`src/rtl/core_regfile_pkg.sv`:
```
// Shared definitions for the integer register file and its scoreboard.
package core_regs_pkg;

    // Address width needed to index nregs architectural registers.
    function automatic int unsigned reg_aw(input int unsigned nregs);
        return $clog2(nregs);
    endfunction

    // Register address in the default 32-entry configuration.
    typedef logic [4:0] reg_addr_t;

endpackage

```
`src/rtl/core_regfile_if.sv`:
```
// Read/write/reserve bus between issue, writeback and the register file.
interface core_regfile_if
    import core_regs_pkg::*;
#(
    parameter int unsigned XLEN   = 32,
    parameter int unsigned NREGS  = 32,
    parameter int unsigned NREAD  = 2,
    parameter int unsigned NWRITE = 1
);
    localparam int unsigned AW = reg_aw(NREGS);

    logic [NREAD-1:0][AW-1:0]    raddr_i;
    logic [NREAD-1:0][XLEN-1:0]  rdata_o;
    logic [NREAD-1:0]            rbusy_o;
    logic [NWRITE-1:0]           we_i;
    logic [NWRITE-1:0][AW-1:0]   waddr_i;
    logic [NWRITE-1:0][XLEN-1:0] wdata_i;
    logic                        rsv_i;
    logic [AW-1:0]               rsv_addr_i;
    logic                        rsv_ok_o;
    logic [NREGS-1:0]            busy_o;

    // Pipeline side: drives addresses, write data and reservations.
    modport master (
        output raddr_i, we_i, waddr_i, wdata_i, rsv_i, rsv_addr_i,
        input  rdata_o, rbusy_o, rsv_ok_o, busy_o
    );

    // Register file side.
    modport slave (
        input  raddr_i, we_i, waddr_i, wdata_i, rsv_i, rsv_addr_i,
        output rdata_o, rbusy_o, rsv_ok_o, busy_o
    );

endinterface

```
`src/rtl/core_regfile_scoreboard.sv`:
```
// Per-register busy scoreboard: issue reserves a destination, writeback releases it.
module core_scoreboard
    import core_regs_pkg::*;
#(
    parameter int unsigned NREGS  = 32,
    parameter int unsigned NWRITE = 1,
    localparam int unsigned AW    = reg_aw(NREGS)
) (
    input  logic                      clk_i,
    input  logic                      rst_ni,
    input  logic [NWRITE-1:0]         we_i,
    input  logic [NWRITE-1:0][AW-1:0] waddr_i,
    input  logic                      rsv_i,
    input  logic [AW-1:0]             rsv_addr_i,
    output logic                      rsv_ok_o,
    output logic [NREGS-1:0]          busy_o
);

    logic [NREGS-1:0] busy_q;
    logic [NREGS-1:0] busy_d;
    logic [NREGS-1:0] clr_w;
    logic [NREGS-1:0] set_w;
    logic             rsv_ok_w;

    // Release vector: any write port targeting a register clears its busy bit.
    always_comb begin
        clr_w = '0;
        for (int unsigned j = 0; j < NWRITE; j++) begin
            if (we_i[j]) begin
                clr_w[waddr_i[j]] = 1'b1;
            end
        end
        clr_w[0] = 1'b0;
    end

    // Accept a reservation unless the target is busy and not being released now.
    always_comb begin
        rsv_ok_w = rsv_i & ((rsv_addr_i == '0) | ~busy_q[rsv_addr_i] | clr_w[rsv_addr_i]);
    end

    // Next busy state; a reservation wins over a same-cycle release.
    always_comb begin
        set_w = '0;
        if (rsv_ok_w && (rsv_addr_i != '0)) begin
            set_w[rsv_addr_i] = 1'b1;
        end
        busy_d    = set_w | (busy_q & ~clr_w);
        busy_d[0] = 1'b0;
    end

    // Busy register with asynchronous clear; reset drops in-flight reservations.
    always_ff @(posedge clk_i or negedge rst_ni) begin
        if (!rst_ni) begin
            busy_q <= '0;
        end else begin
            busy_q <= busy_d;
        end
    end

    assign rsv_ok_o = rsv_ok_w;
    assign busy_o   = busy_q;

endmodule

```
`src/rtl/core_regfile.sv`:
```
// Integer register file: NREAD read ports, NWRITE write ports, optional
// write-to-read bypass and a busy scoreboard for RAW/WAW hazard stalls.
module core_regfile
    import core_regs_pkg::*;
#(
    parameter int unsigned XLEN   = 32,
    parameter int unsigned NREGS  = 32,
    parameter int unsigned NREAD  = 2,
    parameter int unsigned NWRITE = 1,
    parameter int unsigned BYPASS = 1
) (
    input  logic          clk_i,
    input  logic          rst_ni,
    core_regfile_if.slave rf
);

    localparam int unsigned AW = reg_aw(NREGS);

    logic [XLEN-1:0]             regs_q [NREGS];
    logic [XLEN-1:0]             regs_d [NREGS];
    logic [NREGS-1:0]            busy_w;
    logic                        rsv_ok_w;
    logic [NREAD-1:0][XLEN-1:0]  rdata_w;
    logic [NREAD-1:0]            rbusy_w;

    core_scoreboard #(
        .NREGS  (NREGS),
        .NWRITE (NWRITE)
    ) u_scoreboard (
        .clk_i      (clk_i),
        .rst_ni     (rst_ni),
        .we_i       (rf.we_i),
        .waddr_i    (rf.waddr_i),
        .rsv_i      (rf.rsv_i),
        .rsv_addr_i (rf.rsv_addr_i),
        .rsv_ok_o   (rsv_ok_w),
        .busy_o     (busy_w)
    );

    // Write merge: ports applied in ascending order so the highest port wins; x0 dropped.
    always_comb begin
        for (int unsigned r = 0; r < NREGS; r++) begin
            regs_d[r] = regs_q[r];
        end
        for (int unsigned j = 0; j < NWRITE; j++) begin
            if (rf.we_i[j] && (rf.waddr_i[j] != '0)) begin
                regs_d[rf.waddr_i[j]] = rf.wdata_i[j];
            end
        end
        regs_d[0] = '0;
    end

    // Data array in flops with asynchronous clear.
    always_ff @(posedge clk_i or negedge rst_ni) begin
        if (!rst_ni) begin
            for (int unsigned r = 0; r < NREGS; r++) begin
                regs_q[r] <= '0;
            end
        end else begin
            for (int unsigned r = 0; r < NREGS; r++) begin
                regs_q[r] <= regs_d[r];
            end
        end
    end

    // Read ports: stored value and busy bit, overridden by same-cycle writes when bypassing.
    always_comb begin
        rdata_w = '0;
        rbusy_w = '0;
        for (int unsigned k = 0; k < NREAD; k++) begin
            rdata_w[k] = regs_q[rf.raddr_i[k]];
            rbusy_w[k] = busy_w[rf.raddr_i[k]];
            if ((BYPASS != 0) && (rf.raddr_i[k] != '0)) begin
                for (int unsigned j = 0; j < NWRITE; j++) begin
                    if (rf.we_i[j] && (rf.waddr_i[j] == rf.raddr_i[k])) begin
                        rdata_w[k] = rf.wdata_i[j];
                        rbusy_w[k] = 1'b0;
                    end
                end
            end
        end
    end

    assign rf.rdata_o  = rdata_w;
    assign rf.rbusy_o  = rbusy_w;
    assign rf.rsv_ok_o = rsv_ok_w;
    assign rf.busy_o   = busy_w;

endmodule

```
`src/flat_wrapper.sv`:
```
// flat-port wrapper written by rule: the top's interface ports become plain ports
module core_regfile_flat import core_regs_pkg::*;
#(
    parameter int unsigned XLEN   = 32,
    parameter int unsigned NREGS  = 32,
    parameter int unsigned NREAD  = 2,
    parameter int unsigned NWRITE = 1,
    parameter int unsigned BYPASS = 1
)
  (clk_i, rst_ni, rf_raddr_i, rf_we_i, rf_waddr_i, rf_wdata_i, rf_rsv_i, rf_rsv_addr_i, rf_rdata_o, rf_rbusy_o, rf_rsv_ok_o, rf_busy_o);
  core_regfile_if #(.XLEN(XLEN), .NREGS(NREGS), .NREAD(NREAD), .NWRITE(NWRITE)) rf_i ();
  input  logic clk_i;
  input  logic rst_ni;
  input wire logic [$bits(rf_i.raddr_i)-1:0] rf_raddr_i;
  input wire logic [$bits(rf_i.we_i)-1:0] rf_we_i;
  input wire logic [$bits(rf_i.waddr_i)-1:0] rf_waddr_i;
  input wire logic [$bits(rf_i.wdata_i)-1:0] rf_wdata_i;
  input wire logic [$bits(rf_i.rsv_i)-1:0] rf_rsv_i;
  input wire logic [$bits(rf_i.rsv_addr_i)-1:0] rf_rsv_addr_i;
  output wire logic [$bits(rf_i.rdata_o)-1:0] rf_rdata_o;
  output wire logic [$bits(rf_i.rbusy_o)-1:0] rf_rbusy_o;
  output wire logic [$bits(rf_i.rsv_ok_o)-1:0] rf_rsv_ok_o;
  output wire logic [$bits(rf_i.busy_o)-1:0] rf_busy_o;
  assign rf_i.raddr_i = rf_raddr_i;
  assign rf_i.we_i = rf_we_i;
  assign rf_i.waddr_i = rf_waddr_i;
  assign rf_i.wdata_i = rf_wdata_i;
  assign rf_i.rsv_i = rf_rsv_i;
  assign rf_i.rsv_addr_i = rf_rsv_addr_i;
  assign rf_rdata_o = rf_i.rdata_o;
  assign rf_rbusy_o = rf_i.rbusy_o;
  assign rf_rsv_ok_o = rf_i.rsv_ok_o;
  assign rf_busy_o = rf_i.busy_o;
  core_regfile #(.XLEN(XLEN), .NREGS(NREGS), .NREAD(NREAD), .NWRITE(NWRITE), .BYPASS(BYPASS)) u_core (.clk_i(clk_i), .rst_ni(rst_ni), .rf(rf_i));
endmodule
```
`config.mk`:
```
export PLATFORM = sky130hd
export DESIGN_NAME = core_regfile_flat
export DESIGN_NICKNAME = d
export VERILOG_FILES = /design/src/rtl/core_regfile_pkg.sv /design/src/rtl/core_regfile_if.sv /design/src/rtl/core_regfile_scoreboard.sv /design/src/rtl/core_regfile.sv /design/src/flat_wrapper.sv
export SDC_FILE = /design/constraint.sdc
export NUM_CORES = 2
export LEC_CHECK = 0
export CELL_PAD_IN_SITES_DETAIL_PLACEMENT = 1
export CELL_PAD_IN_SITES_GLOBAL_PLACEMENT = 1
export CORE_AREA = 8 8 435 437
export DETAILED_ROUTE_END_ITERATION = 8
export DIE_AREA = 0 0 443 445
export GPL_ROUTABILITY_DRIVEN = 0
export PLACE_DENSITY_LB_ADDON = 0.1
export SYNTH_ARGS = -nofsm -noshare
export SYNTH_HDL_FRONTEND = slang
export SYNTH_SLANG_ARGS = --single-unit
```
`constraint.sdc`:
```
create_clock -name clk_i -period 6.44 [get_ports clk_i]
set_clock_uncertainty 0.1 [all_clocks]
set_input_delay 1.288 -clock clk_i [delete_from_list [all_inputs] [get_ports clk_i]]
set_output_delay 1.288 -clock clk_i [all_outputs]
set_load 0.02 [all_outputs]
```
==> flow_summary.ini <==
[clocking]
clkTransAtPathRegs_ns = 0.06
cts-htree-levels = 3
setup_fix_buffers_added_after_clock_tree_synthesis = 0
holdBufCountCts = 0
root_buffer = clkbuf_16
cts.sinks = 1023
clock_tree.buffer_depth = 3
clock_tree_from_tritoncts = done
clk_latency_ns = 0.74
tritoncts_buffers = 121
post_cts_resized = 2

[logic_synthesis]
synthesis.nets = 4090
post-synth-top-area-fraction_pct = 47.11
synth-async-reset-ratio_pct = 100.0
synth_ff_type = dfrtp_1
post_synth_edffs = 0
synth.cell_area_mm2 = 0.05434
post_synth_most_frequent_cells = dfrtp_1 (1023), mux2_2 (808), mux4_2 (450)
syn_avg_cell_area_um2 = 13.47
synth_seq_cells = 1023
most_used_standard_cell_by_instance_count_after_synthesis = dfrtp_1
ys_seq_area_share_pct = 47.11
yosysWarnings = 0
post_synth_inst_count = 4034
synth.area.top_cells = dfrtp_1 (47%), mux4_2 (19%), mux2_2 (17%)
synthDominantAreaCellType = dfrtp_1
post_synth_num_cell_types = 56

[global_routing]
grt_max_degree = 139
grt_usage_pct = 22.58
grt_pass1_vias = 39416
gr-total-overflow = 0
grt_first_pass_wirelength_mm = 323.1
grt_antenna_before_repair = 17

[finish]
nets = 4163
area_delta_synth_final_pct = 16.77
layout.core_utilization_pct = 34.85
final_layout_size_suffix_gt1_share_pct = 41.78

[sta]
worst_pin_slew_ns = 1.153
finalCriticalPeriod_ns = 6.213
fin_crit_sh_pct = 96.48
final.setup.worst_slack_ns = 0.2266
max_slew_violation_count = 0
timing.fmax_ghz = 0.1609
slew_headroom_pct = 23.12
grt_setup_unrepaired = false
setup_viol = 0
fin_tns_setup_ns = 0
hold_viol = 0

[power]
leak_pwr_uw = 0.02680
power_frac_clock_pct = 35.2
switching_share_pct = 29.51
power.internal_uw = 14230
seq_power_share_pct = 42.9
power.total_uw = 20180
power.combinational.fraction_pct = 21.9
power_density_mw_per_mm2 = 318.0
vdd_ir_drop_max_v = 0.0002299
power.net_switching_uw = 5954

[routing]
via_per_inst = 5.725
detail_route.iter0.violations = 2894
detailed_route_drc_error_count = 0
antenna_violating_nets_post_route = 0
drt-pass1-iter-count = 5
routedWlPerCell_um = 34.44
vias = 37746
finalWirelength_mm = 227.0

[worst_setup_path]
crit_arrival_ns = 4.83
critical_path.startpoint = rf_raddr_i[7]
r2r_slack_ns = 5.51
reg2regPathDepth = 2
regToRegEndpoint = u_core.u_scoreboard.busy_o[21]
critPathCapture = rf_rdata_o[37]
critPathRequiredTime_ns = 5.05
critPathLaunchType = input port
crit_path_end_kind = output pin
timing_worst_setup_path_type = input port to output pin
r2r-start = u_core.u_scoreboard.busy_o[21]
timing.critical_path.fanout_max = 11

[die]
floorplan.die_area_mm2 = 0.1971
die_w_um = 443
floorplan.io_pins = 155
chip_height_um = 445
start_util_pct = 29.84
coreArea_mm2 = 0.1821
rows = 157

[job]
maxCapViolCount = 0

[hold_path]
min-delay-path-class = flip-flop to flip-flop

[place]
detailedPlacementHpwl_mm = 137.2
numPortBuffers = 153
detailedPlace.worstSlack_ns = -0.1308

[run_status]
outcome = completed
cells in the final DEF, fill, tap and decap left out, drive strengths merged, types with 5 or more instances in the layout:
master / n
a21oi: 7
a221o: 29
a221oi: 34
a22o: 7
a22oi: 25
buf: 248
bufinv: 6
clkbuf: 186
clkdlybuf4s50: 118
clkinv: 24
dfrtp: 1023
inv: 40
mux2: 808
mux2i: 52
mux4: 456
nand2: 325
nand2b: 7
nand3: 33
nand3b: 9
nor2: 56
nor2b: 5
nor3: 26
nor4: 13
o21ai: 398
o221ai: 8
o22a: 8
o22ai: 164
o32ai: 10
or2: 5
or3b: 7
or4: 19
xor2: 8
metal layers:
layer / vias to the layer above / routed length (um) / track usage, %
li1: 15579 / - / -
met1: 20948 / 106800 / 33.04
met2: 963 / 104100 / 35.41
met3: 250 / 10840 / 3.203
met4: 6 / 5198 / 5.559
met5: - / 29 / 0
worst min path at each step:
stage	slack, ns	cells past startpoint	to	start
floorplan	0.36	2	u_core.regs_q[418]	u_core.regs_q[418]
global placement	0.37	2	u_core.regs_q[820]	u_core.regs_q[820]
detailed placement	0.39	2	u_core.regs_q[432]	u_core.regs_q[432]
CTS	0.40	2	u_core.regs_q[432]	u_core.regs_q[432]
global route	0.42	2	u_core.regs_q[696]	u_core.regs_q[696]
finish	0.40	2	u_core.regs_q[433]	u_core.regs_q[433]
power by group through the flow:
stage | logic, uW | clock network, uW | registers [uW]
final | 4420 | 7110 | 8650
after global routing | 4740 | 7530 | 8830
after CTS | 4470 | 7310 | 8630
after detailed placement | 4460 | 0 | 8730
after global placement | 4410 | 0 | 8680
after floorplan | 2930 | 0 | 8440
per-stage QoR:
| stage | cell area (um^2) | cells | hold slack [ns] |
|---|---|---|---|
| final | 63460 | 6593 | 0.3978 |
| after global routing | 63450 | 6591 | 0.4228 |
| after CTS | 63450 | 6590 | 0.4016 |
| after detailed placement | 59400 | 6369 | 0.3882 |
| after global placement | 59400 | 6369 | 0.3746 |
| after floorplan | 54340 | 4034 | 0.3609 |
sequential cells by signal (all words and copies together), names as in the netlist:
name,flops
u_core.regs_q,992
u_core.u_scoreboard.busy_o,31
cells by family after synthesis:
group / share of synthesized area (%)
other cells: 0.006900
xor+xnor: 0.1934
simple gates: 4.363
mux: 36.64
buf+inv: 3.919
flops: 47.11
compound gates: 7.773
area by class of cell:
type	count	area, um^2
clock buffers	186	3665
inverters	37	138.9
flip-flops and latches	1023	25600
diodes	3	7.507
fillers	18760	118600
clock inverters	35	379.1
well taps	2385	2984
repair buffers	366	3789
multi-input cells	2558	26900
critical path, stage by stage:
cell and delay (ns):
clkdlybuf4s50_1 0.74, nor2_1 0.19, nand2_2 0.44, buf_4 0.37, buf_4 0.24, o22ai_1 0.10, or4_1 0.57, mux2i_2 0.52
buf_4 0.23, buf_12 0.10
No activity file was read; power rests on OpenSTA's default activity.
